### config.mk
export PLATFORM = sky130hd
export DESIGN_NAME = div_seq_writer_flat
export DESIGN_NICKNAME = d
export VERILOG_FILES = /design/src/rtl/div_seq_writer_if.sv /design/src/rtl/div_seq_writer.sv /design/src/flat_wrapper.sv
export SDC_FILE = /design/constraint.sdc
export NUM_CORES = 1
export LEC_CHECK = 0
export CAP_MARGIN = 20
export CORE_AREA = 4 4 120 122
export DETAILED_ROUTE_END_ITERATION = 8
export DIE_AREA = 0 0 124 126
export DONT_BUFFER_PORTS = 1
export PLACE_DENSITY_LB_ADDON = 0.12
export SLEW_MARGIN = 10
export SYNTH_ARGS = -nofsm -noshare
export SYNTH_HDL_FRONTEND = slang
export SYNTH_SLANG_ARGS = --single-unit
### constraint.sdc
create_clock -name clk -period 2.9 [get_ports clk]
set_input_delay 0.145 -clock clk [delete_from_list [all_inputs] [get_ports clk]]
set_output_delay 0.145 -clock clk [all_outputs]
set_load 0.05 [all_outputs]
### src/rtl/div_seq_writer_if.sv
//==============================================================================
// Module   : div_seq_writer_if
// Purpose  : Start/operand request and result-write bus of the sequential
//            divider writer.
// Revision : 1.0  initial release
//==============================================================================
`default_nettype none

interface div_seq_writer_if #(
    parameter int WIDTH = 16
);
    logic             start;
    logic [WIDTH-1:0] dividend;
    logic [WIDTH-1:0] divisor;
    logic [WIDTH-1:0] wr_data;
    logic             wr_sel;
    logic             wr;
    logic             busy;
    logic             done;
    logic             div_by_zero;

    // master issues divisions, slave is the divider
    modport master (
        output start, dividend, divisor,
        input  wr_data, wr_sel, wr, busy, done, div_by_zero
    );

    modport slave (
        input  start, dividend, divisor,
        output wr_data, wr_sel, wr, busy, done, div_by_zero
    );
endinterface

`default_nettype wire

### src/rtl/div_seq_writer.sv
//==============================================================================
// Module   : div_seq_writer
// Purpose  : Unsigned restoring divider that writes quotient then remainder
//            to an external register pair using a set-up/strobe sequence.
// Revision : 1.0  initial release
//==============================================================================
`default_nettype none

module div_seq_writer #(
    parameter int WIDTH = 16
) (
    input  logic              clk,
    input  logic              rst,
    div_seq_writer_if.slave   bus
);

    localparam int                c_CNT_W = (WIDTH > 1) ? $clog2(WIDTH) : 1;
    localparam logic [c_CNT_W-1:0] c_LAST = c_CNT_W'(WIDTH - 1);

    typedef enum logic [2:0] {
        IDLE     = 3'd0,
        CALC     = 3'd1,
        Q_SETUP  = 3'd2,
        Q_STROBE = 3'd3,
        R_SETUP  = 3'd4,
        R_STROBE = 3'd5,
        FIN      = 3'd6
    } state_t;

    state_t             r_state;
    state_t             w_state_nxt;

    logic [WIDTH:0]     r_rem;
    logic [WIDTH-1:0]   r_quo;
    logic [WIDTH-1:0]   r_dsr;
    logic [c_CNT_W-1:0] r_cnt;

    logic [WIDTH-1:0]   r_wr_data;
    logic               r_wr_sel;
    logic               r_wr;
    logic               r_busy;
    logic               r_done;
    logic               r_dbz;

    logic [WIDTH-1:0]   w_data_nxt;
    logic               w_sel_nxt;
    logic               w_wr_nxt;
    logic               w_busy_nxt;
    logic               w_done_nxt;

    logic               w_dsr_zero;
    logic [WIDTH+1:0]   w_trial;
    logic               w_ge;
    logic [WIDTH:0]     w_diff;
    logic [WIDTH:0]     w_rem_step;
    logic [WIDTH-1:0]   w_quo_step;

    assign w_dsr_zero = (bus.divisor == '0);

    // r_quo starts as the dividend and shifts left, collecting quotient bits
    assign w_trial    = {r_rem, r_quo[WIDTH-1]};
    assign w_ge       = (w_trial >= {2'b00, r_dsr});
    assign w_diff     = w_trial[WIDTH:0] - {1'b0, r_dsr};
    assign w_rem_step = w_ge ? w_diff : w_trial[WIDTH:0];
    assign w_quo_step = {r_quo[WIDTH-2:0], w_ge};

    always_ff @(posedge clk or posedge rst) begin
        if (rst) begin
            r_state   <= IDLE;
            r_wr_data <= '0;
            r_wr_sel  <= 1'b0;
            r_wr      <= 1'b0;
            r_busy    <= 1'b0;
            r_done    <= 1'b0;
        end else begin
            r_state   <= w_state_nxt;
            r_wr_data <= w_data_nxt;
            r_wr_sel  <= w_sel_nxt;
            r_wr      <= w_wr_nxt;
            r_busy    <= w_busy_nxt;
            r_done    <= w_done_nxt;
        end
    end

    // Outputs are registered from the next state, so they align with it
    always_comb begin
        w_state_nxt = r_state;
        w_data_nxt  = r_wr_data;
        w_sel_nxt   = r_wr_sel;
        case (r_state)
            IDLE: begin
                if (bus.start) begin
                    if (w_dsr_zero) begin
                        w_state_nxt = Q_SETUP;
                        w_data_nxt  = '1;
                        w_sel_nxt   = 1'b0;
                    end else begin
                        w_state_nxt = CALC;
                    end
                end
            end
            CALC: begin
                if (r_cnt == c_LAST) begin
                    w_state_nxt = Q_SETUP;
                    w_data_nxt  = w_quo_step;
                    w_sel_nxt   = 1'b0;
                end
            end
            Q_SETUP:  w_state_nxt = Q_STROBE;
            Q_STROBE: begin
                w_state_nxt = R_SETUP;
                w_data_nxt  = r_rem[WIDTH-1:0];
                w_sel_nxt   = 1'b1;
            end
            R_SETUP:  w_state_nxt = R_STROBE;
            R_STROBE: w_state_nxt = FIN;
            FIN:      w_state_nxt = IDLE;
            default:  w_state_nxt = IDLE;
        endcase
        w_wr_nxt   = (w_state_nxt == Q_STROBE) || (w_state_nxt == R_STROBE);
        w_busy_nxt = (w_state_nxt != IDLE) && (w_state_nxt != FIN);
        w_done_nxt = (w_state_nxt == FIN);
    end

    always_ff @(posedge clk or posedge rst) begin
        if (rst) begin
            r_rem <= '0;
            r_quo <= '0;
            r_dsr <= '0;
            r_cnt <= '0;
            r_dbz <= 1'b0;
        end else if ((r_state == IDLE) && bus.start) begin
            r_quo <= w_dsr_zero ? '1 : bus.dividend;
            r_rem <= w_dsr_zero ? {1'b0, bus.dividend} : '0;
            r_dsr <= bus.divisor;
            r_cnt <= '0;
            r_dbz <= w_dsr_zero;
        end else if (r_state == CALC) begin
            r_rem <= w_rem_step;
            r_quo <= w_quo_step;
            r_cnt <= r_cnt + c_CNT_W'(1);
        end
    end

    assign bus.wr_data     = r_wr_data;
    assign bus.wr_sel      = r_wr_sel;
    assign bus.wr          = r_wr;
    assign bus.busy        = r_busy;
    assign bus.done        = r_done;
    assign bus.div_by_zero = r_dbz;

endmodule

`default_nettype wire

### src/flat_wrapper.sv
// flat-port wrapper written by rule: the top's interface ports become plain ports
module div_seq_writer_flat 
#(
    parameter int WIDTH = 16
)
  (clk, rst, bus_start, bus_dividend, bus_divisor, bus_wr_data, bus_wr_sel, bus_wr, bus_busy, bus_done, bus_div_by_zero);
  div_seq_writer_if #(.WIDTH(WIDTH)) bus_i ();
  input  logic clk;
  input  logic rst;
  input wire logic [$bits(bus_i.start)-1:0] bus_start;
  input wire logic [$bits(bus_i.dividend)-1:0] bus_dividend;
  input wire logic [$bits(bus_i.divisor)-1:0] bus_divisor;
  output wire logic [$bits(bus_i.wr_data)-1:0] bus_wr_data;
  output wire logic [$bits(bus_i.wr_sel)-1:0] bus_wr_sel;
  output wire logic [$bits(bus_i.wr)-1:0] bus_wr;
  output wire logic [$bits(bus_i.busy)-1:0] bus_busy;
  output wire logic [$bits(bus_i.done)-1:0] bus_done;
  output wire logic [$bits(bus_i.div_by_zero)-1:0] bus_div_by_zero;
  assign bus_i.start = bus_start;
  assign bus_i.dividend = bus_dividend;
  assign bus_i.divisor = bus_divisor;
  assign bus_wr_data = bus_i.wr_data;
  assign bus_wr_sel = bus_i.wr_sel;
  assign bus_wr = bus_i.wr;
  assign bus_busy = bus_i.busy;
  assign bus_done = bus_i.done;
  assign bus_div_by_zero = bus_i.div_by_zero;
  div_seq_writer #(.WIDTH(WIDTH)) u_core (.clk(clk), .rst(rst), .bus(bus_i));
endmodule
==> impl_metrics.yaml, run 1 <==
outcome:
  outcome: "completed"
placed_design:
  hpwl_mm: 9.425
  io_buffer_count: 0
  dp_cells: 679
  dpl_cell_area_um2: 4753
  gp_congestion: 0.8058
timing:
  worst_slew_pin_slew_ns: 0.6940
  hold_viol_final: 0
  grt_setup_unrepaired: "no"
  relSlewSlack_pct: 53.68
  fin_setup_tns_ns: 0
  slew_violations: 0
  skew_ns: 0.008126
  finalCriticalPeriod_ns: 2.685
  period_share_pct: 92.60
  setup_viol: 0
  clock.fmax_mhz: 372.4
synthesis:
  synth.top_cell.area_share_pct: 42.13
  synth_area_um2: 4573
  synth_top_cell_by_area: "dfrtp_1"
  synth_ff_type: "dfrtp_1"
  async_reset_ff_share_pct: 100.0
  yosysWarnings: 0
  ys_ff_latch: 77
  synth.most_common_cell: "nand2_1"
  synth_cells: 525
  syn_area_per_cell_um2: 8.711
  synth_edf_count: 0
  syn_nets: 578
  ys_types: 55
  synth.top_cells.by_count: "nand2_1 (93), dfrtp_1 (77), o21ai_0 (42)"
  synthTopCellsByArea: "dfrtp_1 (42%), nand2_1 (7.6%), ha_1 (4.7%), o21ai_0 (4.6%), mux2i_1 (4.2%)"
  yosysSeqAreaShare_pct: 42.13
global_routing:
  grt_pass1_vias: 4004
  grt.total_usage_pct: 17.92
  grt_max_degree: 39
  grt_overflow: 0
  grt_pass1_wl_mm: 21.87
  antenna_found_initial: 0
critical_path:
  critical-path-top-delay-family: "compound AO/OA/AOI/OAI gates"
  end_kind: "flop"
  cpMaxStageDelayCell: "fa_1"
  cp-start-kind: "flop"
  cp.required_ns: 3.13
  critPathKind: "flop to flop"
  slowest_delay_ns: 0.39
  cp_data_arrival_time_ns: 2.92
  r2r_cells: 11
  crit_chain: "inv_1, ha_1, inv_1, fa_1, a21o_1, a221oi_4, a211oi_2, or3_1, buf_4, mux2i_1, o221a_1"
  crit_top_cell: "inv_1"
  cp_max_fo: 17
  cp.buffers_inverters: 3
  worst-path-stages: 11
floorplanning:
  initial_core_util_pct: 34.67
  core_um2: 13190
  boundaryPins: 56
  fp.dieArea_um2: 15620
  dieWidth_um: 124
  die_y_um: 126
  rows: 42
layout:
  syn2layout_area_growth_pct: 17.13
  stdcell_count: 722
  drive_above_1_share_pct: 7.326
  n_antenna_cell: 0
  final_nets: 594
  fin_area_um2: 5356
  fill_cells: 1340
hold_path:
  hold_depth: 2
  hold_class: "primary input to flop"
clocking:
  numClockSinks: 77
  ctsHtreeMaxLevel: 3
  cts_tree: "yes"
  clk_latency_ns: 0.35
  clockRootBuffer: "clkbuf_16"
  cts_made_buffers: 9
  cts_setup_buffers: 0
  cts.clk_slew.worst_paths_ns: 0.06
  clockBufferDepth: 2
route:
  drt_wl_total_mm: 13.30
  via_per_inst: 5.467
  vias: 3947
  wl_per_cell_um: 18.42
  drt_iter0_drc: 240
  drtPass1Iterations: 4
  postRouteAntennaNets: 0
  drc: 0
run:
  drv_cap: 0
## routing by layer
metal	wire length, um	GRT usage [%]	vias up
met5	0	0	-
met4	298	7.152	0
met3	560	3.049	19
met2	6683	29.21	82
met1	5759	23.56	1927
li1	-	-	1919
## logic make-up (layout without fill, tap and decap cells)
| group | after synthesis | count (layout) | share of synthesized area [%] |
|---|---|---|---|
| fa+ha+maj | 18 | 18 | 5.089 |
| xor+xnor | 14 | 14 | 2.681 |
| buf+inv | 61 | 82 | 5.445 |
| simple gates | 175 | 175 | 17.73 |
| mux | 20 | 20 | 4.405 |
| compound gates | 160 | 160 | 22.52 |
| flops | 77 | 77 | 42.13 |
## per-stage QoR
step	hold slack, ns	utilization [%]	setup slack (ns)
6_report	0.01278	40.61	0.2147
5_1_grt	0.008091	40.61	0.02093
4_1_cts	0.001317	40.53	0.1930
3_5_place_dp	0.1609	36.04	0.2062
3_3_place_gp	0.1581	36.04	0.2521
2_1_floorplan	0.2504	-	0.2790
## final timing paths
check	startpoint	endpoint	slack [ns]
hold / removal	bus_dividend[8]	u_core.r_quo[8]$_DFFE_PP0P_	0.01
min in group asynchronous	rst	u_core.r_rem[4]$_DFFE_PP0P_	0.34
max in group asynchronous	rst	u_core.bus.wr_data[8]$_DFFE_PP0P_	1.81
setup / recovery	u_core.r_quo[15]$_DFFE_PP0P_	u_core.r_rem[0]$_DFFE_PP0P_	0.21
hold reg to reg	u_core.r_dsr[0]$_DFFE_PP0P_	u_core.r_dsr[0]$_DFFE_PP0P_	0.49
setup reg to reg	u_core.r_quo[15]$_DFFE_PP0P_	u_core.r_rem[0]$_DFFE_PP0P_	0.21
## registers in the layout (all words and copies together), names as in the netlist
| name | count |
|---|---|
| u_core.r_rem | 17 |
| u_core.r_dsr | 16 |
| u_core.bus.busy | 1 |
| u_core.r_cnt | 4 |
| u_core.bus.done | 1 |
| u_core.bus.div_by_zero | 1 |
| u_core.bus.wr_sel | 1 |
| u_core.bus.wr | 1 |
| u_core.r_state | 3 |
| u_core.r_quo | 16 |
| u_core.bus.wr_data | 16 |
## placed cells by master, fill, tap and decap left out, types with 4 or more instances in the layout
master | Yosys | final
a21oi_1 | 32 | 32
nand2_1 | 93 | 93
inv_1 | 25 | 24
o211ai_1 | 4 | 4
nor4_1 | 4 | 4
buf_4 | 0 | 14
nand2b_1 | 4 | 4
nor2_1 | 16 | 16
dfrtp_1 | 77 | 77
ha_1 | 17 | 17
clkbuf_16 | 0 | 9
dlygate4sd3_1 | 0 | 27
a21o_1 | 20 | 20
nor3_1 | 19 | 19
mux2i_1 | 19 | 19
xnor2_1 | 8 | 8
a31oi_1 | 28 | 28
or3_1 | 5 | 5
nand4_1 | 5 | 5
xor2_1 | 6 | 6
nand3_1 | 12 | 12
a211oi_1 | 5 | 4
o21ai_0 | 42 | 42
## cell type report
| cell class | instances | area [um^2] | area share, % |
|---|---|---|---|
| Multi-Input combinational cell | 387 | 2416 | 45.11 |
| Sequential cell | 77 | 1927 | 35.97 |
| Timing Repair Buffer | 41 | 375.4 | 7.008 |
| Clock buffer | 10 | 229.0 | 4.275 |
| Tap cell | 176 | 220.2 | 4.111 |
| Inverter | 25 | 95.09 | 1.775 |
| Clock inverter | 6 | 93.84 | 1.752 |
## what timing repair did
item                                   CTS  global route
hold buffers                            27             0
endpoints found under the hold margin   63             0
gates resized for setup                  0             2
setup endpoints to repair                0             1
Power of run 1 is left out: the tool's default activity adds up to more than one toggle a clock period on the data nets, which glitch-free logic cannot reach.
==> run 2, diff against run 1 <==
--- a/config.mk
+++ b/config.mk
@@ -10,6 +10,7 @@
 export DETAILED_ROUTE_END_ITERATION = 8
 export DIE_AREA = 0 0 124 126
 export DONT_BUFFER_PORTS = 1
+export HOLD_SLACK_MARGIN = 0.03
 export PLACE_DENSITY_LB_ADDON = 0.12
 export SLEW_MARGIN = 10
 export SYNTH_ARGS = -nofsm -noshare
==> constraint.sdc (replaced) <==
create_clock -name clk -period 2.9 [get_ports clk]
set_input_delay 0.58 -clock clk [delete_from_list [all_inputs] [get_ports clk]]
set_output_delay 0.58 -clock clk [all_outputs]
set_load 0.05 [all_outputs]
==> run 2 against run 1 <==
Net effect:
- maximum frequency down 1.5%
- final cell count is 3.6% lower
- cell area down 4.8%
- clock skew is 0.0091 ns higher
- first-iteration DRC count is 5.0% lower
- setup slack got worse by 0.040 ns
- register-to-register slack got worse by 0.04 ns
- sequential share of layout area up 1.8 points
==> impl_metrics.yaml, run 2 (synthesized netlist as in run 1, its figures left out) <==
layout:
  layout_commonest_cell: "nand2_1"
  largest_register_ffs: 17
  final_cell_mix: "nand2_1 (93), dfrtp_1 (77), o21ai_0 (42)"
  regMostFlops: "u_core.r_rem"
  syn2layout_area_growth_pct: 11.46
  n_antenna_cell: 0
  drive_above_1_share_pct: 7.885
  final_nets: 568
  fill_cells: 1369
clocking:
  clockBufferDepth: 2
  ctsHtreeMaxLevel: 3
  cts_tree: "yes"
  cts_made_buffers: 9
  numClockSinks: 77
  cts.clk_slew.worst_paths_ns: 0.07
  cts_setup_buffers: 0
  clk_latency_ns: 0.36
  clockRootBuffer: "clkbuf_16"
placed_design:
  hpwl_mm: 9.327
  gp_congestion: 0.8241
  io_buffer_count: 0
global_routing:
  grt_max_degree: 36
  grt_pass1_wl_mm: 20.69
  grt_overflow: 0
  grt_pass1_vias: 3827
  use_met2_pct: 27.27
  use_met3_pct: 3.543
  antenna_found_initial: 0
  top_usage_layer: "met2"
  grt.total_usage_pct: 17.10
  grt_use_met1_pct: 22.45
floorplanning:
  die_y_um: 126
  core_um2: 13190
  initial_core_util_pct: 34.67
  dieWidth_um: 124
  boundaryPins: 56
  rows: 42
  fp.dieArea_um2: 15620
timing:
  clock.fmax_mhz: 367.0
  setup_viol: 0
  relSlewSlack_pct: 58.96
  hold_viol_final: 0
  grt_setup_unrepaired: "no"
  skew_ns: 0.01718
  finalCriticalPeriod_ns: 2.725
  slew_violations: 0
  worst_slew_pin_slew_ns: 0.6149
  fin_setup_tns_ns: 0
  period_share_pct: 93.96
route:
  postRouteAntennaNets: 0
  drc: 0
  drt_wl_total_mm: 12.60
  drt_iter0_drc: 228
  wl_per_cell_um: 18.10
  drtPass1Iterations: 4
  via_per_inst: 5.434
  vias: 3782
critical_path:
  cp_max_fo: 17
  end_kind: "flop"
  cp-start-kind: "flop"
  r2r_cells: 11
  r2r_end: "u_core.r_rem[0]$_DFFE_PP0P_"
  critPathKind: "flop to flop"
  crit_chain: "inv_1, ha_1, inv_1, fa_1, a21o_1, a221oi_4, a211oi_1, or3_1, buf_4, mux2i_1, o221a_1"
  regToRegStartpoint: "u_core.r_quo[15]$_DFFE_PP0P_"
  cpMaxStageDelayCell: "fa_1"
  crit_top_cell: "inv_1"
  slowest_delay_ns: 0.39
  cp_data_arrival_time_ns: 2.96
  ff2ff_setup_slack_ns: 0.18
  cp.required_ns: 3.13
run:
  drv_cap: 0
outcome:
  outcome: "completed"
hold_path:
  hold_class: "primary input to async pin"
-- run 2: cell count changes in the layout (fill, tap and decap cells not counted), sizes merged --
| cell | change |
|---|---|
| dlygate4sd3 | -27 |
| buf | +1 |
| clkinv | -1 |
| clkinvlp | +1 |
-- run 2: critical path, delay by kind of cell (launching register included) --
family / cells / cell delay, ns
fa+ha+maj: 2 / 0.54
flops: 1 / 0.38
mux: 1 / 0.13
simple gates: 1 / 0.31
compound gates: 4 / 0.89
buf+inv: 3 / 0.34
-- run 2: worst max path at each step --
stage,from,endpoint,slack [ns]
after floorplan,u_core.r_quo[15]$_DFFE_PP0P_,u_core.r_rem[0]$_DFFE_PP0P_,0.28
after global placement,u_core.r_quo[15]$_DFFE_PP0P_,u_core.r_rem[0]$_DFFE_PP0P_,0.25
after detailed placement,u_core.r_quo[15]$_DFFE_PP0P_,u_core.r_rem[0]$_DFFE_PP0P_,0.20
after CTS,u_core.r_quo[15]$_DFFE_PP0P_,u_core.r_rem[0]$_DFFE_PP0P_,0.17
after global routing,u_core.r_quo[15]$_DFFE_PP0P_,u_core.r_rem[0]$_DFFE_PP0P_,0.002
final,u_core.r_quo[15]$_DFFE_PP0P_,u_core.r_rem[0]$_DFFE_PP0P_,0.18
-- run 2: what timing repair did --
| action | 4_1_cts | 5_1_grt |
|---|---|---|
| hold buffers | 0 | 0 |
| setup endpoints to repair | 0 | 1 |
| gates resized for setup | 0 | 1 |
-- run 2: area by class of cell --
class,count,area [um^2],share of cell area (%)
Clock inverter,6,92.59,1.816
Timing Repair Buffer,15,112.6,2.209
Tap cell,176,220.2,4.320
Multi-Input combinational cell,387,2411,47.30
Sequential cell,77,1927,37.80
Clock buffer,10,239.0,4.688
Inverter,25,95.09,1.865
-- run 2: stage by stage --
step | worst slack (ns) | hold WS (ns) | utilization, % | instances | area (um^2)
after global placement | 0.2518 | 0.4768 | 36.09 | 680 | 4761
after detailed placement | 0.2020 | 0.4916 | 36.09 | 680 | 4761
after global routing | 0.002086 | 0.2217 | 38.65 | 696 | 5097
final | 0.1751 | 0.1619 | 38.65 | 696 | 5097
after CTS | 0.1748 | 0.1814 | 38.61 | 696 | 5092
after floorplan | 0.2790 | 0.4523 | - | 525 | 4573
-- run 2: routing by layer --
layer	vias to the layer above	part of all wire [%]
met5	-	0
met4	0	2.0
met3	16	4.1
met2	62	49
met1	1842	45
li1	1862	-
Power of run 2 is left out for the same reason.
